[config.mk]
export PLATFORM = sky130hd
export DESIGN_NAME = mem_arbiter_flat
export DESIGN_NICKNAME = d
export VERILOG_FILES = /design/src/rtl/mem_arbiter_if.sv /design/src/rtl/mem_arbiter.sv /design/src/flat_wrapper.sv
export SDC_FILE = /design/constraint.sdc
export NUM_CORES = 1
export LEC_CHECK = 0
export CORE_MARGIN = 8
export CORE_UTILIZATION = 34
export CTS_CLUSTER_SIZE = 14
export DETAILED_ROUTE_END_ITERATION = 10
export MAX_ROUTING_LAYER = met4
export PLACE_DENSITY = 0.81
export SETUP_SLACK_MARGIN = 0.02
export SKIP_CTS_REPAIR_TIMING = 1
export SLEW_MARGIN = 20
export SYNTH_ARGS = -nofsm -noshare
export SYNTH_HDL_FRONTEND = slang
export SYNTH_SLANG_ARGS = --single-unit
[constraint.sdc]
create_clock -name i_clk -period 1.95 [get_ports i_clk]
set_input_delay 0.39 -clock i_clk [delete_from_list [all_inputs] [get_ports i_clk]]
set_output_delay 0.39 -clock i_clk [all_outputs]
set_load 0.005 [all_outputs]
[src/rtl/mem_arbiter_if.sv]
// Bus bundle for mem_arbiter: fetch requester, data requester and shared memory port.
// The master modport is the arbiter's view; slave is the view of the surrounding requesters/memory.
interface mem_arbiter_if;
   logic        i_if_req;
   logic [31:0] i_if_addr;
   logic        o_if_gnt;
   logic        o_if_rvalid;
   logic [31:0] o_if_rdata;

   logic        i_dm_req;
   logic        i_dm_we;
   logic [31:0] i_dm_addr;
   logic [31:0] i_dm_wdata;
   logic [3:0]  i_dm_be;
   logic        o_dm_gnt;
   logic        o_dm_rvalid;
   logic [31:0] o_dm_rdata;

   logic        o_mem_req;
   logic        o_mem_we;
   logic [31:0] o_mem_addr;
   logic [31:0] o_mem_wdata;
   logic [3:0]  o_mem_be;
   logic        i_mem_gnt;
   logic        i_mem_rvalid;
   logic [31:0] i_mem_rdata;

   modport master (
      input  i_if_req, i_if_addr,
      output o_if_gnt, o_if_rvalid, o_if_rdata,
      input  i_dm_req, i_dm_we, i_dm_addr, i_dm_wdata, i_dm_be,
      output o_dm_gnt, o_dm_rvalid, o_dm_rdata,
      output o_mem_req, o_mem_we, o_mem_addr, o_mem_wdata, o_mem_be,
      input  i_mem_gnt, i_mem_rvalid, i_mem_rdata
   );

   modport slave (
      output i_if_req, i_if_addr,
      input  o_if_gnt, o_if_rvalid, o_if_rdata,
      output i_dm_req, i_dm_we, i_dm_addr, i_dm_wdata, i_dm_be,
      input  o_dm_gnt, o_dm_rvalid, o_dm_rdata,
      input  o_mem_req, o_mem_we, o_mem_addr, o_mem_wdata, o_mem_be,
      output i_mem_gnt, i_mem_rvalid, i_mem_rdata
   );
endinterface

[src/rtl/mem_arbiter.sv]
// Two-requester (fetch/data) arbiter onto a single memory port, one transaction in flight.
// Define MEM_ARB_RR_EN for round-robin selection; otherwise data has fixed priority.
module mem_arbiter (
   input  logic                 i_clk,
   input  logic                 i_rst_n,
   mem_arbiter_if.master        bus,
   output logic                 o_busy,
   output logic                 o_proto_err
);

   typedef enum logic [1:0] {
      IDLE = 2'b00,
      REQ  = 2'b01,
      RSP  = 2'b10
   } state_t;

   state_t      r_state;
   state_t      w_next;
   logic        r_ownerData;
   logic        r_we;
   logic [31:0] r_addr;
   logic [31:0] r_wdata;
   logic [3:0]  r_be;
   logic        r_protoErr;
   logic        w_anyReq;
   logic        w_pickData;

   assign w_anyReq = bus.i_if_req | bus.i_dm_req;

`ifdef MEM_ARB_RR_EN
   logic r_lastData;

   // On a tie the requester that was not granted most recently wins.
   assign w_pickData = bus.i_dm_req & (~bus.i_if_req | ~r_lastData);

   always_ff @(posedge i_clk or negedge i_rst_n) begin
      if (!i_rst_n) begin
         r_lastData <= 1'b0;
      end else if (r_state == REQ && bus.i_mem_gnt) begin
         r_lastData <= r_ownerData;
      end
   end
`else
   assign w_pickData = bus.i_dm_req;
`endif

   always_ff @(posedge i_clk or negedge i_rst_n) begin
      if (!i_rst_n) begin
         r_state <= IDLE;
      end else begin
         r_state <= w_next;
      end
   end

   // Owner and request fields are frozen at selection so REQ drives memory purely from registers.
   always_ff @(posedge i_clk or negedge i_rst_n) begin
      if (!i_rst_n) begin
         r_ownerData <= 1'b0;
         r_we        <= 1'b0;
         r_addr      <= 32'h0;
         r_wdata     <= 32'h0;
         r_be        <= 4'h0;
      end else if (r_state == IDLE && w_anyReq) begin
         r_ownerData <= w_pickData;
         r_we        <= w_pickData ? bus.i_dm_we    : 1'b0;
         r_addr      <= w_pickData ? bus.i_dm_addr  : bus.i_if_addr;
         r_wdata     <= w_pickData ? bus.i_dm_wdata : 32'h0;
         r_be        <= w_pickData ? bus.i_dm_be    : 4'hF;
      end
   end

   always_ff @(posedge i_clk or negedge i_rst_n) begin
      if (!i_rst_n) begin
         r_protoErr <= 1'b0;
      end else if (bus.i_mem_rvalid && r_state != RSP) begin
         r_protoErr <= 1'b1;
      end
   end

   always_comb begin
      w_next          = r_state;
      bus.o_mem_req   = 1'b0;
      bus.o_if_gnt    = 1'b0;
      bus.o_dm_gnt    = 1'b0;
      bus.o_if_rvalid = 1'b0;
      bus.o_dm_rvalid = 1'b0;
      bus.o_if_rdata  = 32'h0;
      bus.o_dm_rdata  = 32'h0;
      unique case (r_state)
         IDLE: begin
            if (w_anyReq) w_next = REQ;
         end
         REQ: begin
            bus.o_mem_req = 1'b1;
            if (bus.i_mem_gnt) begin
               bus.o_if_gnt = ~r_ownerData;
               bus.o_dm_gnt = r_ownerData;
               w_next       = RSP;
            end
         end
         RSP: begin
            if (bus.i_mem_rvalid) begin
               bus.o_if_rvalid = ~r_ownerData;
               bus.o_dm_rvalid = r_ownerData;
               bus.o_if_rdata  = r_ownerData ? 32'h0 : bus.i_mem_rdata;
               bus.o_dm_rdata  = r_ownerData ? bus.i_mem_rdata : 32'h0;
               w_next          = IDLE;
            end
         end
         default: w_next = IDLE;
      endcase
   end

   assign bus.o_mem_we    = r_we;
   assign bus.o_mem_addr  = r_addr;
   assign bus.o_mem_wdata = r_wdata;
   assign bus.o_mem_be    = r_be;
   assign o_busy          = (r_state != IDLE);
   assign o_proto_err     = r_protoErr;

endmodule

[src/flat_wrapper.sv]
// flat-port wrapper written by rule: the top's interface ports become plain ports
module mem_arbiter_flat 
  (i_clk, i_rst_n, o_busy, o_proto_err, bus_i_if_req, bus_i_if_addr, bus_o_if_gnt, bus_o_if_rvalid, bus_o_if_rdata, bus_i_dm_req, bus_i_dm_we, bus_i_dm_addr, bus_i_dm_wdata, bus_i_dm_be, bus_o_dm_gnt, bus_o_dm_rvalid, bus_o_dm_rdata, bus_o_mem_req, bus_o_mem_we, bus_o_mem_addr, bus_o_mem_wdata, bus_o_mem_be, bus_i_mem_gnt, bus_i_mem_rvalid, bus_i_mem_rdata);
  mem_arbiter_if bus_i ();
  input  logic i_clk;
  input  logic i_rst_n;
  output logic o_busy;
  output logic o_proto_err;
  input wire logic [$bits(bus_i.i_if_req)-1:0] bus_i_if_req;
  input wire logic [$bits(bus_i.i_if_addr)-1:0] bus_i_if_addr;
  output wire logic [$bits(bus_i.o_if_gnt)-1:0] bus_o_if_gnt;
  output wire logic [$bits(bus_i.o_if_rvalid)-1:0] bus_o_if_rvalid;
  output wire logic [$bits(bus_i.o_if_rdata)-1:0] bus_o_if_rdata;
  input wire logic [$bits(bus_i.i_dm_req)-1:0] bus_i_dm_req;
  input wire logic [$bits(bus_i.i_dm_we)-1:0] bus_i_dm_we;
  input wire logic [$bits(bus_i.i_dm_addr)-1:0] bus_i_dm_addr;
  input wire logic [$bits(bus_i.i_dm_wdata)-1:0] bus_i_dm_wdata;
  input wire logic [$bits(bus_i.i_dm_be)-1:0] bus_i_dm_be;
  output wire logic [$bits(bus_i.o_dm_gnt)-1:0] bus_o_dm_gnt;
  output wire logic [$bits(bus_i.o_dm_rvalid)-1:0] bus_o_dm_rvalid;
  output wire logic [$bits(bus_i.o_dm_rdata)-1:0] bus_o_dm_rdata;
  output wire logic [$bits(bus_i.o_mem_req)-1:0] bus_o_mem_req;
  output wire logic [$bits(bus_i.o_mem_we)-1:0] bus_o_mem_we;
  output wire logic [$bits(bus_i.o_mem_addr)-1:0] bus_o_mem_addr;
  output wire logic [$bits(bus_i.o_mem_wdata)-1:0] bus_o_mem_wdata;
  output wire logic [$bits(bus_i.o_mem_be)-1:0] bus_o_mem_be;
  input wire logic [$bits(bus_i.i_mem_gnt)-1:0] bus_i_mem_gnt;
  input wire logic [$bits(bus_i.i_mem_rvalid)-1:0] bus_i_mem_rvalid;
  input wire logic [$bits(bus_i.i_mem_rdata)-1:0] bus_i_mem_rdata;
  assign bus_i.i_if_req = bus_i_if_req;
  assign bus_i.i_if_addr = bus_i_if_addr;
  assign bus_o_if_gnt = bus_i.o_if_gnt;
  assign bus_o_if_rvalid = bus_i.o_if_rvalid;
  assign bus_o_if_rdata = bus_i.o_if_rdata;
  assign bus_i.i_dm_req = bus_i_dm_req;
  assign bus_i.i_dm_we = bus_i_dm_we;
  assign bus_i.i_dm_addr = bus_i_dm_addr;
  assign bus_i.i_dm_wdata = bus_i_dm_wdata;
  assign bus_i.i_dm_be = bus_i_dm_be;
  assign bus_o_dm_gnt = bus_i.o_dm_gnt;
  assign bus_o_dm_rvalid = bus_i.o_dm_rvalid;
  assign bus_o_dm_rdata = bus_i.o_dm_rdata;
  assign bus_o_mem_req = bus_i.o_mem_req;
  assign bus_o_mem_we = bus_i.o_mem_we;
  assign bus_o_mem_addr = bus_i.o_mem_addr;
  assign bus_o_mem_wdata = bus_i.o_mem_wdata;
  assign bus_o_mem_be = bus_i.o_mem_be;
  assign bus_i.i_mem_gnt = bus_i_mem_gnt;
  assign bus_i.i_mem_rvalid = bus_i_mem_rvalid;
  assign bus_i.i_mem_rdata = bus_i_mem_rdata;
  mem_arbiter u_core (.i_clk(i_clk), .i_rst_n(i_rst_n), .bus(bus_i), .o_busy(o_busy), .o_proto_err(o_proto_err));
endmodule
---- After elaboration in Yosys (flattened, before gate mapping) ----
Cells that the tools add are included.
storage, ports and cells
  input port bits ......................... 139
  bits in registers ....................... 73
  word-level logic and storage cells ...... 43
  output and inout port bits .............. 140
cells by class
  reductions and logical operators ........ 5
  multiplexer cells ....................... 23
  equal/unequal tests ..................... 6
  bitwise operators ....................... 2
operators with widths
  operator                                                               count
  32-bit 2-to-1 mux                                                      8
  1-bit 2-to-1 mux                                                       10
  2-bit 2-to-1 mux                                                       3
  2-bit != test, second input constant                                   3
  2-bit one-hot mux with 3 select lines                                  1
  4-bit 2-to-1 mux                                                       1
  3-bit AND reduction                                                    1
  2-bit by 1-bit equality test with 1-bit output, second input constant  1
  2-bit equality test, second input constant                             1
  1-bit logical AND                                                      2
  2-bit logical NOT                                                      1
  2-bit by 1-bit != test with 1-bit output, second input constant        1
  2-bit nonzero test                                                     1
  1-bit NOT                                                              1
  1-bit OR                                                               1

---- Logic depth before layout (Yosys ltp) ----
  depth after elaboration ................. 3
  mapped depth ............................ 5
  mapped depth without buffers ............ 3

---- Worst setup path before layout ----
Ideal clock, no wire load.
  kind .................................... register to output
  from .................................... register u_core.r_state[0]
  to ...................................... output bus_o_if_rdata[10]
  path slack .............................. 0.428 ns
  stages on the path, launching flop included .. 5
  path buffers ............................ 1
  data required time ...................... 1.560 ns
  data arrival time ....................... 1.132 ns
  cell sequence ........................... dfrtp_1 > nand2b_1 > nor3b_2 > buf_2 > and2_1
between the ends
  cells in the longest elaborated chain, start to end .. 2
ends and longest elaborated chain
  what                    RTL line            text
  start, declared         mem_arbiter.sv:17   state_t r_state;
  start signal, assigned  mem_arbiter.sv:51   r_state <= w_next;
  2-bit equality test     mem_arbiter.sv:89   unique case (r_state)
  32-bit 2-to-1 mux       mem_arbiter.sv:89
  end, declared           flat_wrapper.sv:13  output wire logic [$bits(bus_i.o_if_rdata)-1:0] bus_o_if_rdata;
No other way between the ends.

---- Final worst setup path ----
  from .................................... register u_core.r_state[0]
  to ...................................... output bus_o_dm_rdata[16]
between the ends
  cells in the longest elaborated chain, start to end .. 2
ends and longest elaborated chain
  what                 RTL line            text
  2-bit equality test  mem_arbiter.sv:89
  32-bit 2-to-1 mux    mem_arbiter.sv:89
  end, declared        flat_wrapper.sv:21  output wire logic [$bits(bus_i.o_dm_rdata)-1:0] bus_o_dm_rdata;
No other way between the ends.

==> results by group <==
Status
  • Status: finished with violations
  • Violated checks: negative hold slack, negative setup slack

Worst setup path
  • CP arrival: 1.81 ns
  • Crit path launch type: flip-flop
  • CP Max Fanout: 4
  • Slowest CP cell: and4b_4
  • Worst reg2reg path endpoint: u_core.bus.o_mem_addr[31]
  • Max stage delay on crit path: 0.41 ns
  • Critical path data required time: 1.56 ns
  • Setup crit end kind: output pin
  • CP most frequent cell: buf_6
  • CP Cell Sequence: and4b_4 -> buf_12 -> clkbuf_16 -> buf_8 -> buf_6 -> and2_4 -> buf_6
  • Worst reg2reg path depth: 5
  • Critical path class: reg2out
  • R2r setup slk: 0.30 ns
  • Reg2reg start: u_core.r_state[1]

Floorplanning
  • Die Ht: 119.2 µm
  • Area of the core: 10,320 µm²
  • Ports: 279
  • Row count: 37
  • Starting density of the core: 35.10%
  • Die W: 119.2 µm
  • Die area: 14,220 µm²

STA
  • Fmax achieved: 454.2 MHz
  • Period utilization: 112.9%
  • Slew HR: 69.04%
  • Min Clock Period, post-route: 2.201 ns
  • Measured slew at the worst slew-check pin: 0.4644 ns
  • Fin Setup TNS: -7.876 ns
  • Minimum hold slack: -0.01008 ns
  • Final worst slack: -0.2514 ns
  • Max Clock Skew: 0.01227 ns
  • Final slew viol count: 0
  • Hold violation count in the final report: 5
  • RSZ-0062 raised after global routing: yes
  • Final setup fails: 58

Placement
  • Placed Area: 6660 µm²
  • Placed insts: 690
  • Dpl hpwl: 11.82 mm
  • Port buffer count: 278
  • Placer Congestion: 0.8353
  • Placement Setup Slack: -0.4397 ns

Power and ir drop
  • Total power: 8.472 mW
  • Internal power consumption: 5.950 mW
  • Comb pwr share: 53.3%
  • Static Leak: 3.367 nW
  • Sw Ratio: 29.77%
  • Switching power total: 2.522 mW
  • Clock power frac: 15.9%
  • Sequential share of power: 30.8%
  • Pwr Density: 1157 nW/µm²
  • Maximum vdd drop: 0.6747 mV

Routing
  • Detailed router's first-iteration violation count: 196
  • Remaining routing DRC violations: 0
  • Via/cell ratio: 4.811
  • WL met1: 5.574 mm
  • Routed wl met2: 8.683 mm
  • Via Count: 3,517
  • Initial DRT Pass Iterations: 4
  • Routed wl met3: 1.174 mm
  • Highest routed layer: met4
  • Post-DRT Antenna Nets: 0
  • Final wirelength: 15.93 mm
  • WL/cell: 21.79 µm

Finish
  • Commonest non-fill, non-tap cells in the layout: clkdlybuf4s50_1 (206), dfrtp_1 (73), buf_6 (62)
  • Layout Nets: 729
  • Most common cell after layout, fill and taps aside: clkdlybuf4s50_1
  • Fin util: 70.94%
  • Multi-input gate area: 1788 µm²
  • Sequential cell area: 1827 µm²
  • # fillers: 735
  • N_diodes: 0
  • Area growth syn-to-layout: 102.1%
  • Final Cell Area: 7323 µm²
  • Post-Layout Cell Count: 731
  • Layout cells sized above 1: 39.83%

CTS
  • Clock sinks: 73
  • Worst skew pair latency: 0.34 ns
  • Root Buffer: clkbuf_8
  • H-tree levels: 3
  • Clock tree buffer depth: 2
  • Worst-path clk slew: 0.08 ns
  • CTS tree: built
  • TritonCTS Buffers: 9

Logic synthesis
  • Post-Synthesis Cells: 277
  • Yosys reg bits: 73
  • Distinct cells, synth: 24
  • Syn Std Cell Area: 3623 µm²
  • Leading post-synthesis cells by cell area: dfrtp_1 (50%), and2_1 (11%), mux2_4 (11%)
  • Syn nets: 416
  • Warnings from Yosys: 0
  • Cell accounting for the most synthesized area: dfrtp_1
  • Seq/Total Area, Yosys: 50.41%
  • Post-Synthesis Mean Instance Area: 13.08 µm²
  • Post-synth top area share: 50.41%

Global routing
  • Number of global-route vias before repair: 3,816
  • Grt total ovfl: 0
  • First-pass GRT wire length: 21.80 mm
  • Initial antenna violation count: 0
  • Largest net degree at the start of global routing: 41
  • Gr usage total: 20.05%

Run
  • Max Cap Violations: 0

Worst hold path
  • Worst hold path class: in2async
==> cell usage after synthesis <==
library cell  count
buf_8             2
mux2_1            6
buf_2            13
and2_1           65
dfrtp_1          73
nor2b_1           1
o22a_1            4
nand2b_1          1
a21o_1            2
inv_1             2
nor2_2            1
o21ai_2           1
o21ai_0           2
nor2_1            1
o21a_1            1
and4b_1           1
nand2_1           2
buf_6             3
mux2_4           26
nor3b_2           1
and3_1            1
a22o_1           33
clkbuf_1          3
mux2_2           32
==> power groups by stage <==
| stage | logic [mW] | registers, mW | clock network, mW |
|---|---|---|---|
| 6_report | 4.52 | 2.61 | 1.35 |
| 5_1_grt | 4.77 | 2.70 | 1.44 |
| 4_1_cts | 4.28 | 2.60 | 1.38 |
| 3_5_place_dp | 4.24 | 2.62 | 0 |
| 3_3_place_gp | 4.17 | 2.58 | 0 |
| 2_1_floorplan | 1.70 | 2.65 | 0 |
==> worst max-delay path by stage <==
stage | start | endpoint | slack [ns] | cells past startpoint
5_1_grt | u_core.r_state[0] | bus_o_if_rdata[10] | -0.30 | 7
4_1_cts | u_core.r_state[0] | bus_o_if_rdata[10] | -0.49 | 5
3_5_place_dp | bus_i_mem_rvalid | bus_o_if_rdata[10] | -0.44 | 5
2_1_floorplan | u_core.r_state[0] | bus_o_if_rdata[10] | 0.43 | 4
3_3_place_gp | bus_i_mem_rvalid | bus_o_dm_rdata[14] | -0.40 | 5
6_report | u_core.r_state[0] | bus_o_dm_rdata[16] | -0.25 | 7
==> sequential cells by signal, summed over array words and instances (netlist names) <==
name                    cells
u_core.bus.o_mem_addr      32
u_core.bus.o_mem_wdata     32
u_core.bus.o_mem_be         4
u_core.r_state              2
u_core.bus.o_mem_we         1
u_core.o_proto_err          1
u_core.r_ownerData          1
==> kinds of logic (layout without fill, tap and decap cells) <==
| group | Yosys count | after routing | synth area share [%] |
|---|---|---|---|
| and+or+nand+nor | 74 | 74 | 12.85 |
| buffers and inverters | 23 | 341 | 4.075 |
| muxes | 64 | 64 | 22.58 |
| AOI/OAI and AO/OA | 43 | 43 | 10.08 |
| DFF | 73 | 73 | 50.41 |
==> layer usage <==
layer / GRT usage [%] / vias up
met5: - / -
met4: 5.771 / 0
met3: 6.188 / 29
met2: 37.79 / 169
met1: 19.16 / 1725
li1: - / 1594
==> worst max-delay path: cells and delay by family, from the launching register on <==
kind / cells / cell delay (ns)
buffers and inverters: 5 / 0.53
flip-flops: 1 / 0.40
AND/OR/NAND/NOR: 2 / 0.54
==> final cells by class <==
class | instances | area share, %
clock buffer | 10 | 1.879
clock inverter | 6 | 1.230
inverter | 2 | 0.1025
multi-input combinational | 181 | 24.41
sequential | 73 | 24.94
tap | 136 | 2.324
timing repair buffer | 323 | 45.11
No activity file was read; power rests on OpenSTA's default activity.
==> patch: new RTL, same flow settings <==
Add a define of `MEM_ARB_RR_EN`.
--- a/src/rtl/mem_arbiter.sv
+++ b/src/rtl/mem_arbiter.sv
@@ -2,2 +2,4 @@
 // Define MEM_ARB_RR_EN for round-robin selection; otherwise data has fixed priority.
+`define MEM_ARB_RR_EN
+
 module mem_arbiter (
Function: changed (a bounded check fails within 10 cycles, from zero or initial values and one cycle with i_rst_n low).
==> patch against the unedited design <==
  * The flow finishes with violations (negative setup slack)
  * Cell count shrank 0.41%
  * Power fell by 3.1%
  * Fmax fell by 3.4%
  * Non-clock buffer count fell by 6
  * Synthesized cell count increased by 1.1%
  * Setup slack worse by 0.077 ns
  * Sequential cell count is 1 higher
  * Cell area shrank 3.0%
  * Via count shrank 0.54%
  * Synthesized area down 1.3%
  * Wire length down 2.0%
  * Highest routed layer unchanged
==> patch: results (changes against the unedited design) <==
Global route
  • GRT Util Overall: 0.203 (+0.00256)
  • Largest net degree at the start of global routing: 39 (-4.9%)
  • Vias in the first global route: 3768 (-1.3%)
  • Global-route wire length before repair: 21.8 mm (+0.16%)

Power and ir drop
  • Leak: 3.22 nW (-4.2%)
  • Worst VDD drop: 0.719 mV (+6.6%)

Yosys
  • Synth top area share: 0.518 (+0.0137)
  • Synth top cells by count: 74 x dfrtp_1, 64 x and2_1, 64 x mux2_2
  • Asr flop ratio synth: 1.00 (unchanged)
  • Area contributors post-synth: dfrtp_1 52%, mux2_2 20%, and2_1 11%
  • Synthesized area per cell: 12.8 sq um (-2.4%)
  • Post-Syn Nets: 419 (+0.72%)
  • Post-synthesis sequential area ratio: 0.518 (+0.0137)
  • Yosys Warn Count: 0 (unchanged)

Clocking
  • CTS root buffer: clkbuf_8
  • Latest clock arrival within the worst-skew pair: 0.34 ns (about the same)
  • Total clock buffers created by CTS: 9 (unchanged)

Place
  • HPWL Detailed: 11.7 mm (-1.4%)
  • GPL Wtd Cong: 0.835 (about the same)

Run status
  • Outcome: finished, violations left
  • Failing checks: negative setup slack

Critical path
  • Slowest CP cell: dfrtp_1
  • Critical Path AT: 1.89 ns (+0.08 ns)
  • CP delay by family, top: buffers and inverters
  • Max stage delay on crit path: 0.39 ns (-0.02 ns)

STA
  • Clock skew: 0.00668 ns (-0.00559 ns)
  • Worst slew margin: 0.661 (-0.0296)
  • Worst setup margin: -0.329 ns (-0.0771 ns)
  • Endpoints failing setup: 64 (+10%)

Layout
  • N_diodes: 0 (unchanged)
  • Final Net Count: 726 (-0.41%)
  • Fraction of layout cells with a size suffix above 1: 0.399 (about the same)

Route
  • Initial drt markers: 88 (-55%)
  • Post-Route WL: 15.6 mm (-2.0%)
  • Routed len/inst: 21.4 um (-1.6%)
  • Drt first pass iters: 6 (+2)
  • DR vias: 3498 (-0.54%)
==> patch: cell count changes after synthesis, moves of 2 or more <==
cell,delta
mux2_2,+32
mux2_4,-26
buf_2,-8
mux2_1,-6
buf_6,+4
buf_4,+3
clkbuf_1,+3
buf_8,-2
or2_1,+2
==> patch: worst paths after layout <==
path | startpoint | endpoint | slack, ns | cells after the start
max reg2reg | u_core.r_state[1] | u_core.bus.o_mem_addr[27] | 0.17 | 5
min reg2reg | u_core.o_proto_err | u_core.o_proto_err | 0.48 | 1
max in group asynchronous | i_rst_n | u_core.bus.o_mem_wdata[21] | 1.33 | 2
min | i_rst_n | u_core.bus.o_mem_wdata[8] | 0.02 | 1
min in group i_clk | bus_i_mem_rvalid | u_core.r_state[1] | 0.44 | 3
max | u_core.r_state[0] | bus_o_if_rdata[1] | -0.33 | 8
==> patch: layer usage <==
metal	wire, um	global-route usage	up-vias
li1	-	-	1594
met3	1100	0.0571	25
met2	8560	0.375	166
met5	0	-	-
met4	489	0.0735	0
met1	5450	0.199	1713
==> patch: through the flow <==
step,utilization,instance area (sq um),total power [W],setup TNS [ns],setup slack (ns)
finish,0.691,7110,0.00821,-10.12,-0.329
global route,0.691,7110,0.00869,-13.91,-0.386
CTS,0.657,6760,0.00807,-28.93,-0.485
detailed placement,0.641,6590,0.00698,-27.58,-0.448
global placement,0.641,6590,0.00686,-24.66,-0.414
floorplan,-,3580,0.00437,0,0.251
==> patch: cell type report <==
| cell class | count | area, sq um |
|---|---|---|
| Clock buffer | 11 | 141 |
| Clock inverter | 5 | 30.0 |
| Fill cell | 779 | 3170 |
| Inverter | 1 | 3.75 |
| Multi-Input combinational cell | 184 | 1700 |
| Sequential cell | 74 | 1850 |
| Tap cell | 136 | 170 |
| Timing Repair Buffer | 317 | 3210 |
==> patch: report_power, final <==
group / leakage [nW] / switching (W) / internal [W]
Sequential: 0.900 / 0.000427 / 0.00230
Combinational: 2.24 / 0.00154 / 0.00291
Clock: 0.0851 / 0.000553 / 0.000490
Total: 3.22 / 0.00251 / 0.00570
==> patch: cells by family after synthesis <==
| kind of cell | after synthesis | share of synthesized area |
|---|---|---|
| simple gates | 77 | 0.135 |
| flops | 74 | 0.518 |
| mux | 64 | 0.202 |
| compound gates | 43 | 0.103 |
| buf+inv | 22 | 0.0427 |
==> patch: worst reg2reg max path, stage by stage, from the launching register on <==
cell and delay, ns:
dfrtp_1 0.42, buf_4 0.15, or2_1 0.32, nor2_4 0.16
buf_12 0.21, mux2_2 0.40
